## src/rtl/dual_phase_counter_if.sv

```systemverilog
// Bus bundle for dual_phase_counter: control/limit inputs and counter/status outputs.
// Handshake: start is a single-cycle request with no acknowledge. It is honoured
// on the edge where it is sampled high, unless reset is low on that edge. pause
// and load_w are levels and are sampled on every edge.
interface dual_phase_counter_if #(
  parameter int WIDTH = 4,
  parameter int SUM_W = WIDTH + 1
);
  logic             start;
  logic             pause;
  logic [WIDTH-1:0] lim_a;
  logic [WIDTH-1:0] lim_b;
  logic             load_w;
  logic [SUM_W-1:0] q;
  logic [WIDTH-1:0] cnt_a;
  logic [WIDTH-1:0] cnt_b;
  logic [1:0]       state;
  logic             busy;
  logic             done;

  modport master (
    output start, pause, lim_a, lim_b, load_w,
    input  q, cnt_a, cnt_b, state, busy, done
  );

  modport slave (
    input  start, pause, lim_a, lim_b, load_w,
    output q, cnt_a, cnt_b, state, busy, done
  );
endinterface

```

## src/rtl/dual_phase_counter.sv

```systemverilog
// Two-counter sequencer. A and B count together until B reaches its limit.
// A then counts alone until it reaches its own limit, and the block stops.
// q holds a registered full-width a+b snapshot that is taken on load_w.
module dual_phase_counter #(
  parameter int WIDTH = 4,
  parameter int SUM_W = WIDTH + 1
) (
  input logic                 clk,
  input logic                 reset,
  dual_phase_counter_if.slave bus
);

  typedef enum logic [1:0] {
    IDLE     = 2'd0,
    TOGETHER = 2'd1,
    CNT1     = 2'd2,
    STOP     = 2'd3
  } state_t;

  state_t           state_q, state_d;
  logic [WIDTH-1:0] cnt_a_q, cnt_a_d;
  logic [WIDTH-1:0] cnt_b_q, cnt_b_d;
  logic [WIDTH-1:0] lim_a_q, lim_a_d;
  logic [WIDTH-1:0] lim_b_q, lim_b_d;
  logic [SUM_W-1:0] q_q, q_d;

  // State, counters, latched limits and the sum register; reset clears everything.
  always_ff @(posedge clk) begin
    if (!reset) begin
      state_q <= IDLE;
      cnt_a_q <= '0;
      cnt_b_q <= '0;
      lim_a_q <= '0;
      lim_b_q <= '0;
      q_q     <= '0;
    end else begin
      state_q <= state_d;
      cnt_a_q <= cnt_a_d;
      cnt_b_q <= cnt_b_d;
      lim_a_q <= lim_a_d;
      lim_b_q <= lim_b_d;
      q_q     <= q_d;
    end
  end

  // Next-state logic. start beats pause, and pause beats a normal step.
  // The sum load is independent of the FSM.
  always_comb begin
    state_d = state_q;
    cnt_a_d = cnt_a_q;
    cnt_b_d = cnt_b_q;
    lim_a_d = lim_a_q;
    lim_b_d = lim_b_q;
    q_d     = q_q;

    // The sum uses the counter values from before the edge, even when start clears them.
    if (bus.load_w) begin
      q_d = SUM_W'(cnt_a_q) + SUM_W'(cnt_b_q);
    end

    if (bus.start) begin
      cnt_a_d = '0;
      cnt_b_d = '0;
      lim_a_d = bus.lim_a;
      lim_b_d = bus.lim_b;
      state_d = TOGETHER;
    end else if (!bus.pause) begin
      case (state_q)
        IDLE: state_d = IDLE;
        TOGETHER: begin
          // A always advances here and may wrap when lim_b is all ones.
          cnt_a_d = cnt_a_q + 1'b1;
          if (cnt_b_q == lim_b_q) begin
            state_d = CNT1;
          end else begin
            cnt_b_d = cnt_b_q + 1'b1;
          end
        end
        CNT1: begin
          // >= terminates even when A entered this phase already past its limit.
          if (cnt_a_q >= lim_a_q) begin
            state_d = STOP;
          end else begin
            cnt_a_d = cnt_a_q + 1'b1;
          end
        end
        STOP:    state_d = STOP;
        default: state_d = IDLE;
      endcase
    end
  end

  assign bus.q     = q_q;
  assign bus.cnt_a = cnt_a_q;
  assign bus.cnt_b = cnt_b_q;
  assign bus.state = state_q;
  assign bus.busy  = (state_q == TOGETHER) || (state_q == CNT1);
  assign bus.done  = (state_q == STOP);

endmodule

```

## src/flat_wrapper.sv

```systemverilog
// flat-port wrapper written by rule: the top's interface ports become plain ports
module dual_phase_counter_flat 
#(
  parameter int WIDTH = 4,
  parameter int SUM_W = WIDTH + 1
)
  (clk, reset, bus_start, bus_pause, bus_lim_a, bus_lim_b, bus_load_w, bus_q, bus_cnt_a, bus_cnt_b, bus_state, bus_busy, bus_done);
  dual_phase_counter_if #(.WIDTH(WIDTH), .SUM_W(SUM_W)) bus_i ();
  input logic clk;
  input logic reset;
  input wire logic [$bits(bus_i.start)-1:0] bus_start;
  input wire logic [$bits(bus_i.pause)-1:0] bus_pause;
  input wire logic [$bits(bus_i.lim_a)-1:0] bus_lim_a;
  input wire logic [$bits(bus_i.lim_b)-1:0] bus_lim_b;
  input wire logic [$bits(bus_i.load_w)-1:0] bus_load_w;
  output wire logic [$bits(bus_i.q)-1:0] bus_q;
  output wire logic [$bits(bus_i.cnt_a)-1:0] bus_cnt_a;
  output wire logic [$bits(bus_i.cnt_b)-1:0] bus_cnt_b;
  output wire logic [$bits(bus_i.state)-1:0] bus_state;
  output wire logic [$bits(bus_i.busy)-1:0] bus_busy;
  output wire logic [$bits(bus_i.done)-1:0] bus_done;
  assign bus_i.start = bus_start;
  assign bus_i.pause = bus_pause;
  assign bus_i.lim_a = bus_lim_a;
  assign bus_i.lim_b = bus_lim_b;
  assign bus_i.load_w = bus_load_w;
  assign bus_q = bus_i.q;
  assign bus_cnt_a = bus_i.cnt_a;
  assign bus_cnt_b = bus_i.cnt_b;
  assign bus_state = bus_i.state;
  assign bus_busy = bus_i.busy;
  assign bus_done = bus_i.done;
  dual_phase_counter #(.WIDTH(WIDTH), .SUM_W(SUM_W)) u_core (.clk(clk), .reset(reset), .bus(bus_i));
endmodule
```

## config.mk

```make
export PLATFORM = sky130hd
export DESIGN_NAME = dual_phase_counter_flat
export DESIGN_NICKNAME = d
export VERILOG_FILES = /design/src/rtl/dual_phase_counter_if.sv /design/src/rtl/dual_phase_counter.sv /design/src/flat_wrapper.sv
export SDC_FILE = /design/constraint.sdc
export NUM_CORES = 1
export LEC_CHECK = 0
export BUFFER_PORTS_ARGS = -buffer_cell sky130_fd_sc_hd__buf_2
export CORE_AREA = 5 5 52 100
export CTS_CLUSTER_SIZE = 40
export DETAILED_ROUTE_END_ITERATION = 8
export DIE_AREA = 0 0 57 105
export PLACE_DENSITY = 0.54
export SETUP_SLACK_MARGIN = 0.02
export SLEW_MARGIN = 5
export SYNTH_ARGS = -nofsm -noshare
export SYNTH_HDL_FRONTEND = slang
export SYNTH_SLANG_ARGS = --single-unit
export TNS_END_PERCENT = 5
```

## constraint.sdc

```tcl
create_clock -name clk -period 2.9 [get_ports clk]
set_clock_uncertainty 0.2 [all_clocks]
set_input_delay 0.29 -clock clk [delete_from_list [all_inputs] [get_ports clk]]
set_output_delay 0.29 -clock clk [all_outputs]
set_load 0.03 [all_outputs]
```

==> results of run 1 <==
==> logic make-up after synthesis <==
logic type	synth area share, %
flip-flops	36.7
AND/OR/NAND/NOR	15.3
AO/OA/AOI/OAI	11.2
adder cells (fa/ha/maj)	15.6
buffers and inverters	3.29
XOR/XNOR	7.68
multiplexers	10.4
==> worst register-to-register path: stages (launching register included) <==
cell	delay, ns
dfxtp_1	0.45
inv_1	0.07
ha_1	0.29
nor3b_1	0.17
o2111ai_1	0.25
a21oi_2	0.30
mux2i_1	0.23
nor2_1	0.06
==> power breakdown <==
part           internal, mW  leakage (nW)  total, mW  switching, mW
Clock                0.0957        0.0255      0.197          0.101
Combinational        0.0405         0.510     0.0931         0.0526
Sequential            0.327         0.188      0.336        0.00951
Total                 0.463         0.723      0.626          0.163
==> area by class of cell <==
cell class	instances	area [um2]	area share [%]
Multi-Input combinational cell	89	753	50.3
Sequential cell	23	460	30.7
Timing Repair Buffer	29	145	9.68
Tap cell	54	67.6	4.51
Clock buffer	3	41.3	2.75
Inverter	7	26.3	1.75
Clock inverter	1	5.00	0.334
==> placed cells by master (no fill, tap or decap), types with 3 or more instances in the layout <==
cell and instances:
clkbuf_8 3, a21oi_1 5, buf_2 29, ha_1 14, mux2i_1 13, nor2_1 7, xnor2_1 7, inv_1 7
xor2_1 4, nor2b_1 11, nand2_1 4, dfxtp_1 23
==> sequential cells by signal (all words and copies together) (netlist names) <==
name and count:
u_core.bus.q 5, u_core.bus.cnt_a 4, u_core.bus.cnt_b 4, u_core.lim_a_q 4, u_core.lim_b_q 4, u_core.bus.state 2
==> how the worst max path moves through the flow <==
stage                                                   to  slack, ns  depth (start not counted)
final                     u_core.bus.cnt_a[1]$_SDFFE_PP0P_       0.76                          7
after global routing      u_core.bus.cnt_a[1]$_SDFFE_PP0P_       0.49                          7
after CTS                 u_core.bus.cnt_a[1]$_SDFFE_PP0P_       0.73                          7
after detailed placement  u_core.bus.cnt_a[1]$_SDFFE_PP0P_       0.74                          7
after global placement    u_core.bus.cnt_a[1]$_SDFFE_PP0P_       0.83                          7
after floorplan           u_core.bus.state[0]$_SDFFE_PN0P_       0.78                          6
==> metal layers <==
metal / track usage [%] / vias up
met5: 0 / -
met4: 3.98 / 0
met3: 1.73 / 4
met2: 18.4 / 23
met1: 10.4 / 435
li1: - / 481
==> summary.txt, run 1 <==
Synthesis
  • Avg Inst Size Synth: between 10 and 15 um2
  • Top FF cell, synth: dfxtp_1
  • Synth top area cells: dfxtp_1, ha_1, mux2i_1, nor2b_1, xnor2_1
  • Most frequent cell after synthesis: dfxtp_1
  • Post-synth top area cell: dfxtp_1
  • Post-synth EDFFs: 0
  • Top post-synthesis cells by count: dfxtp_1, ha_1, mux2i_1
  • Synth unique cells: 30
  • Ys async rst share: 0%
  • Synthesized area: around 0.0013 mm2
  • Syn Inst Count: 123
  • Register bit total from synthesis: 23
  • Share of the synthesized area in the top cell type: 36.7%
  • Yosys Warn Count: 0
  • Sequential share of the synthesized area: 36.7%
  • Syn Nets: 151

Setup path
  • Worst reg2reg setup slack: around 0.76 ns
  • Critical path required time: 2.84 ns
  • RR Endpoint: u_core.bus.cnt_a[1]$_SDFFE_PP0P_
  • Arr. time, crit path: between 2 and 2.5 ns
  • Setup CP Type: flip-flop to flip-flop
  • RR Startpoint: u_core.bus.cnt_a[0]$_SDFFE_PP0P_
  • Worst path bufs/invs: 1
  • Critical path launch point type: flip-flop
  • CP Capture Type: flip-flop
  • Cell family with most CP delay: compound AO/OA/AOI/OAI gates
  • Cell count of the worst reg-to-reg path: 7
  • Critical-path top delay cell: dfxtp_1
  • Largest stage delay, worst path: roughly 0.45 ns
  • Worst path cell trace: inv_1 -> ha_1 -> nor3b_1 -> o2111ai_1 -> a21oi_2 -> mux2i_1 -> nor2_1
  • Largest fanout on the critical path: 6
  • Critical path launch point: u_core.bus.cnt_a[0]$_SDFFE_PP0P_

STA
  • F_max: roughly 470 MHz
  • Worst slew pin tran: ~0.43 ns
  • Final hold slack: around 0.087 ns
  • Final count of pins violating max slew: 0
  • RSZ-0062 raised after global routing: false
  • Slew HR: between 70% and 80%
  • Final setup TNS: 0 ns
  • Crit share post-route: between 70% and 80%
  • Final Hold Viols: 0
  • Final Setup Violations: 0
  • Tmin final: ~2.1 ns
  • Setup ws final: 0.761 ns

Clock tree
  • Num CTS Buffers: 3
  • Hold Buf Count CTS: 0
  • H-tree depth reported by CTS: 1
  • Clock root buffer: clkbuf_8
  • Clock Latency Late Sink: between 0.2 and 0.3 ns
  • Clock transition at path regs: roughly 0.08 ns
  • Post-CTS Setup Bufs: 0
  • Sinks on Clock Net: 23
  • Clock buffer depth: 2
  • TritonCTS clock tree: done
  • # resized after CTS: 0

Place
  • Area of placed instances: between 0.001 and 0.0015 mm2
  • Gpl congestion: about 0.7
  • Place WS: 0.739 ns
  • Detailed Place HPWL: between 2000 and 2500 um
  • # port buffers: 29
  • Placed Cells: slightly above 200

Detailed routing
  • Metal3 WL: between 100 and 150 um
  • Drt initial violations: 6
  • Drc violations: 0
  • Top Layer Used: met4
  • Met1 wire length: roughly 1100 um
  • Initial DRT Pass Iterations: 4
  • Vias per Instance: around 4.6
  • Post-route ant nets: 0
  • Mean routed wirelength per cell: between 10 and 15 um
  • Total Wirelength: approximately 2700 um
  • DR vias: 943
  • Routed wl met2: 1470 um

Floorplan
  • IO Pins: 30
  • Initial Util: between 20 and 30%
  • Chip height: about 110 um
  • Core ar.: 0.00434 mm2
  • Row count: 34
  • Die width: between 50 and 60 um
  • Die ar.: 0.00599 mm2

Status
  • Status: finished, final reports clean

Power
  • Overall power: about 630 uW
  • Leak: 0.723 nW
  • VDD IR max: 215 uV
  • Pwr Density: around 420 mW/mm2

Job
  • Max-cap violations: 0

Layout
  • Fillcell total: 483
  • Final net count: about 180
  • Final core occ: 34.5%
  • Layout Area Growth over Synthesis: 19.4%
  • Non-Filler Instances: between 200 and 250
  • Post-Layout Inst Area: about 0.0015 mm2
  • Layout cells sized above 1: 25.0%
  • Inserted Diodes: 0

Min path
  • Hold depth: 3
  • Hold_sp: bus_lim_b[3]
  • Hold Path End: u_core.lim_b_q[3]$_SDFFE_PN0P_
  • Worst Hold Class: input pin to flip-flop

Global routing
  • Largest net degree at the start of global routing: 16
  • Vias in the first global route: 1,040
  • First-pass GRT wire length: ~4800 um
  • Grt total ovfl: 0
  • Initial antenna violation count: 0
  • Total track usage: 9.85%
No activity file was read; power rests on OpenSTA's default activity.
==> run 2, diff against run 1 <==
--- a/config.mk
+++ b/config.mk
@@ -5,11 +5,12 @@
 export SDC_FILE = /design/constraint.sdc
 export NUM_CORES = 1
 export LEC_CHECK = 0
+export ABC_AREA = 1
 export BUFFER_PORTS_ARGS = -buffer_cell sky130_fd_sc_hd__buf_2
-export CORE_AREA = 5 5 52 100
+export CORE_AREA = 5 5 54 104
 export CTS_CLUSTER_SIZE = 40
 export DETAILED_ROUTE_END_ITERATION = 8
-export DIE_AREA = 0 0 57 105
+export DIE_AREA = 0 0 59 109
 export PLACE_DENSITY = 0.54
 export SETUP_SLACK_MARGIN = 0.02
 export SLEW_MARGIN = 5
==> constraint.sdc (replaced) <==
create_clock -name clk -period 2.2 [get_ports clk]
set_clock_uncertainty 0.2 [all_clocks]
set_input_delay 0.22 -clock clk [delete_from_list [all_inputs] [get_ports clk]]
set_output_delay 0.22 -clock clk [all_outputs]
set_load 0.03 [all_outputs]
==> run 2 against run 1 <==
  * First-iteration DRC count grew to 3.0 times the previous value
  * Utilization down 0.14 points
  * Maximum frequency increased by 13%
  * Die area grew 7.5%
  * Combinational power rose by 88%
  * Register-to-register slack worse by 0.45 ns
  * Area after synthesis is 9.3% higher
  * Sequential share of layout area down 2.7 points
  * Non-clock buffer count rose by 2
  * Critical endpoint is now u_core.bus.cnt_a[0]$_SDFFE_PP0P_
==> summary.txt, run 2 <==
Clock tree
  • Sinks on Clock Net: 23
  • # resized after CTS: 0
  • Clock root buffer: clkbuf_8
  • Clock Latency Late Sink: roughly 0.27 ns
  • Num CTS Buffers: 3
  • H-tree depth reported by CTS: 1
  • Clock buffer depth: 2
  • Clock transition at path regs: ~0.08 ns
  • TritonCTS clock tree: done
  • Post-CTS Setup Bufs: 0

STA
  • Final Setup Violations: 0
  • Final Hold Viols: 0
  • Final setup TNS: 0 ns
  • Crit share post-route: a little under nine tenths
  • F_max: between 500 and 600 MHz
  • Final count of pins violating max slew: 0
  • Tmin final: 1.89 ns
  • RSZ-0062 raised after global routing: false
  • Setup ws final: between 0.3 and 0.4 ns
  • Slew HR: about four fifths
  • Worst slew pin tran: ~0.29 ns

Setup path
  • Largest fanout on the critical path: 6
  • Critical-path top delay cell: dfxtp_1
  • Worst path cell trace: inv_1 -> ha_1 -> o21ai_1 -> nand2_1 -> nand2_1 -> nand2_1 -> nand2_1 -> nand2_2 -> o21bai_1 -> nor2_1
  • Cell count of the worst reg-to-reg path: 10
  • Worst reg2reg setup slack: roughly 0.31 ns
  • RR Endpoint: u_core.bus.cnt_a[0]$_SDFFE_PP0P_
  • Cell family with most CP delay: simple AND/OR/NAND/NOR gates
  • Worst path bufs/invs: 1
  • RR Startpoint: u_core.bus.cnt_a[0]$_SDFFE_PP0P_
  • Critical path required time: roughly 2.2 ns
  • Most frequent CP cell: nand2_1
  • Largest stage delay, worst path: around 0.43 ns
  • Arr. time, crit path: 1.85 ns
  • Critical path launch point type: flip-flop
  • CP Capture Type: flip-flop
  • Setup CP Type: flip-flop to flip-flop

Floorplan
  • Chip height: approximately 110 um
  • Core ar.: 0.00477 mm2
  • IO Pins: 30
  • Die ar.: around 0.0064 mm2
  • Initial Util: ~29%
  • Die width: 59 um
  • Row count: 36

Job
  • Max-cap violations: 0

Power
  • Pwr Density: 543 mW/mm2
  • Overall power: slightly below 900 uW
  • VDD IR max: a little under 400 uV
  • Leak: 0.856 nW

Place
  • # port buffers: 29
  • Place WS: approximately 0.32 ns
  • Gpl congestion: around 0.81
  • Detailed Place HPWL: 2520 um
  • Area of placed instances: ~0.0016 mm2

Synthesis
  • Post-synth EDFFs: 0
  • Share of the synthesized area in the top cell type: 33.6%
  • Top post-synthesis cells by count: nand2_1, inv_1, dfxtp_1
  • Register bit total from synthesis: 23
  • Ys async rst share: 0%
  • Synthesized area: about 0.0014 mm2
  • Syn Inst Count: between 150 and 200
  • Synth unique cells: 23
  • Sequential share of the synthesized area: approximately 34%
  • Avg Inst Size Synth: 7.22 um2
  • Synth top area cells: dfxtp_1, ha_1, nand2_1, inv_1, a21oi_1
  • Yosys Warn Count: 0
  • Post-synth top area cell: dfxtp_1
  • Most frequent cell after synthesis: nand2_1
  • Syn Nets: 218
  • Top FF cell, synth: dfxtp_1

Global routing
  • Grt total ovfl: 0
  • Largest net degree at the start of global routing: 18
  • Initial antenna violation count: 0
  • Total track usage: 10.4%
  • First-pass GRT wire length: approximately 5200 um
  • Vias in the first global route: 1,198

Layout
  • Inserted Diodes: 0
  • Post-Layout Inst Area: about 0.0016 mm2
  • Final net count: approximately 250
  • Fillcell total: between 500 and 600
  • Number of flip-flops in the largest register: 5
  • Most frequent cells in the layout: nand2_1, buf_2, inv_1, dfxtp_1, nor2_1
  • Layout cells sized above 1: a little under a quarter
  • Most common cell after layout, fill and taps aside: nand2_1
  • Layout Area Growth over Synthesis: 19.8%

Min path
  • Hold_sp: bus_lim_a[3]
  • Worst Hold Class: input pin to flip-flop
  • Hold depth: 3
  • Hold Path End: u_core.lim_a_q[3]$_SDFFE_PN0P_

Detailed routing
  • Post-route ant nets: 0
  • Mean routed wirelength per cell: about 11 um
  • Drt initial violations: 18
  • Initial DRT Pass Iterations: 4
  • Total Wirelength: around 3100 um
  • Vias per Instance: 4.45
  • DR vias: 1,247
  • Drc violations: 0

Status
  • Status: finished, final reports clean
run 2: cell types whose count changed after synthesis, sizes merged, moves of 10 or more:
cell   before  now
a21oi       6   16
nor2b      12    0
nor2        7   24
nand2       4   41
mux2i      13    0
o21ai       2   18
inv         7   33
run 2: how the worst max path moves through the flow:
stage                     depth (start not counted)                                to  slack [ns]                             start
final                                            10  u_core.bus.cnt_a[0]$_SDFFE_PP0P_        0.31  u_core.bus.cnt_a[0]$_SDFFE_PP0P_
after global routing                             10  u_core.bus.cnt_a[0]$_SDFFE_PP0P_        0.16  u_core.bus.cnt_a[0]$_SDFFE_PP0P_
after CTS                                        10  u_core.bus.cnt_a[1]$_SDFFE_PP0P_        0.31  u_core.bus.cnt_a[0]$_SDFFE_PP0P_
after detailed placement                         10  u_core.bus.cnt_a[1]$_SDFFE_PP0P_        0.32  u_core.bus.cnt_a[0]$_SDFFE_PP0P_
after global placement                           10  u_core.bus.cnt_a[0]$_SDFFE_PP0P_        0.42  u_core.bus.cnt_a[0]$_SDFFE_PP0P_
after floorplan                                  10  u_core.bus.cnt_a[1]$_SDFFE_PP0P_        0.29  u_core.bus.cnt_a[0]$_SDFFE_PP0P_
run 2: repair_timing:
action / CTS / global route
hold buffers: 1 / 0
setup endpoints to repair: 0 / 0
hold endpoints to repair: 1 / 0
run 2: power by group:
group          switching (mW)  internal, mW  leakage, nW
Clock                   0.141         0.127       0.0255
Sequential             0.0129         0.436        0.189
Combinational           0.115        0.0607        0.641
Total                   0.269         0.623        0.856
run 2: logic make-up after synthesis:
family	after synthesis	synth area share, %
adder cells (fa/ha/maj)	15	14.2
flip-flops	23	33.6
AO/OA/AOI/OAI	37	14.1
XOR/XNOR	4	2.56
AND/OR/NAND/NOR	76	25.9
buffers and inverters	35	9.67
run 2: layout make-up:
cell class                 instances  area [um2]  share of cell area, %
tap                               57        71.3                   4.34
clock buffer                       3        41.3                   2.51
inverter                          33         124                   7.54
sequential                        23         460                   28.0
multi-input combinational        132         778                   47.4
timing repair buffer              31         163                   9.90
clock inverter                     1        5.00                  0.305
run 2: metrics by stage:
stage	utilization, %	cells	hold WS, ns
after floorplan	-	190	0.155
after global placement	33.2	275	0.242
after detailed placement	33.2	275	0.249
after CTS	34.4	280	0.0309
after global routing	34.4	280	0.0543
final	34.4	280	0.0300
run 2: worst reg2reg max path, stage by stage (launching register included):
cell and delay (ns):
dfxtp_1 0.43, inv_1 0.09, ha_1 0.31, o21ai_1 0.14, nand2_1 0.06, nand2_1 0.06, nand2_1 0.08, nand2_1 0.12
nand2_2 0.10, o21bai_1 0.15, nor2_1 0.05
run 2: per-layer routing:
metal / part of all wire [%] / routed length, um / global-route usage (%) / vias up
met5: 0 / 0 / 0 / -
met4: 1.8 / 55 / 4.38 / 0
met3: 5.5 / 169 / 1.78 / 5
met2: 47 / 1470 / 16.6 / 29
met1: 45 / 1410 / 13.6 / 539
li1: - / - / - / 674
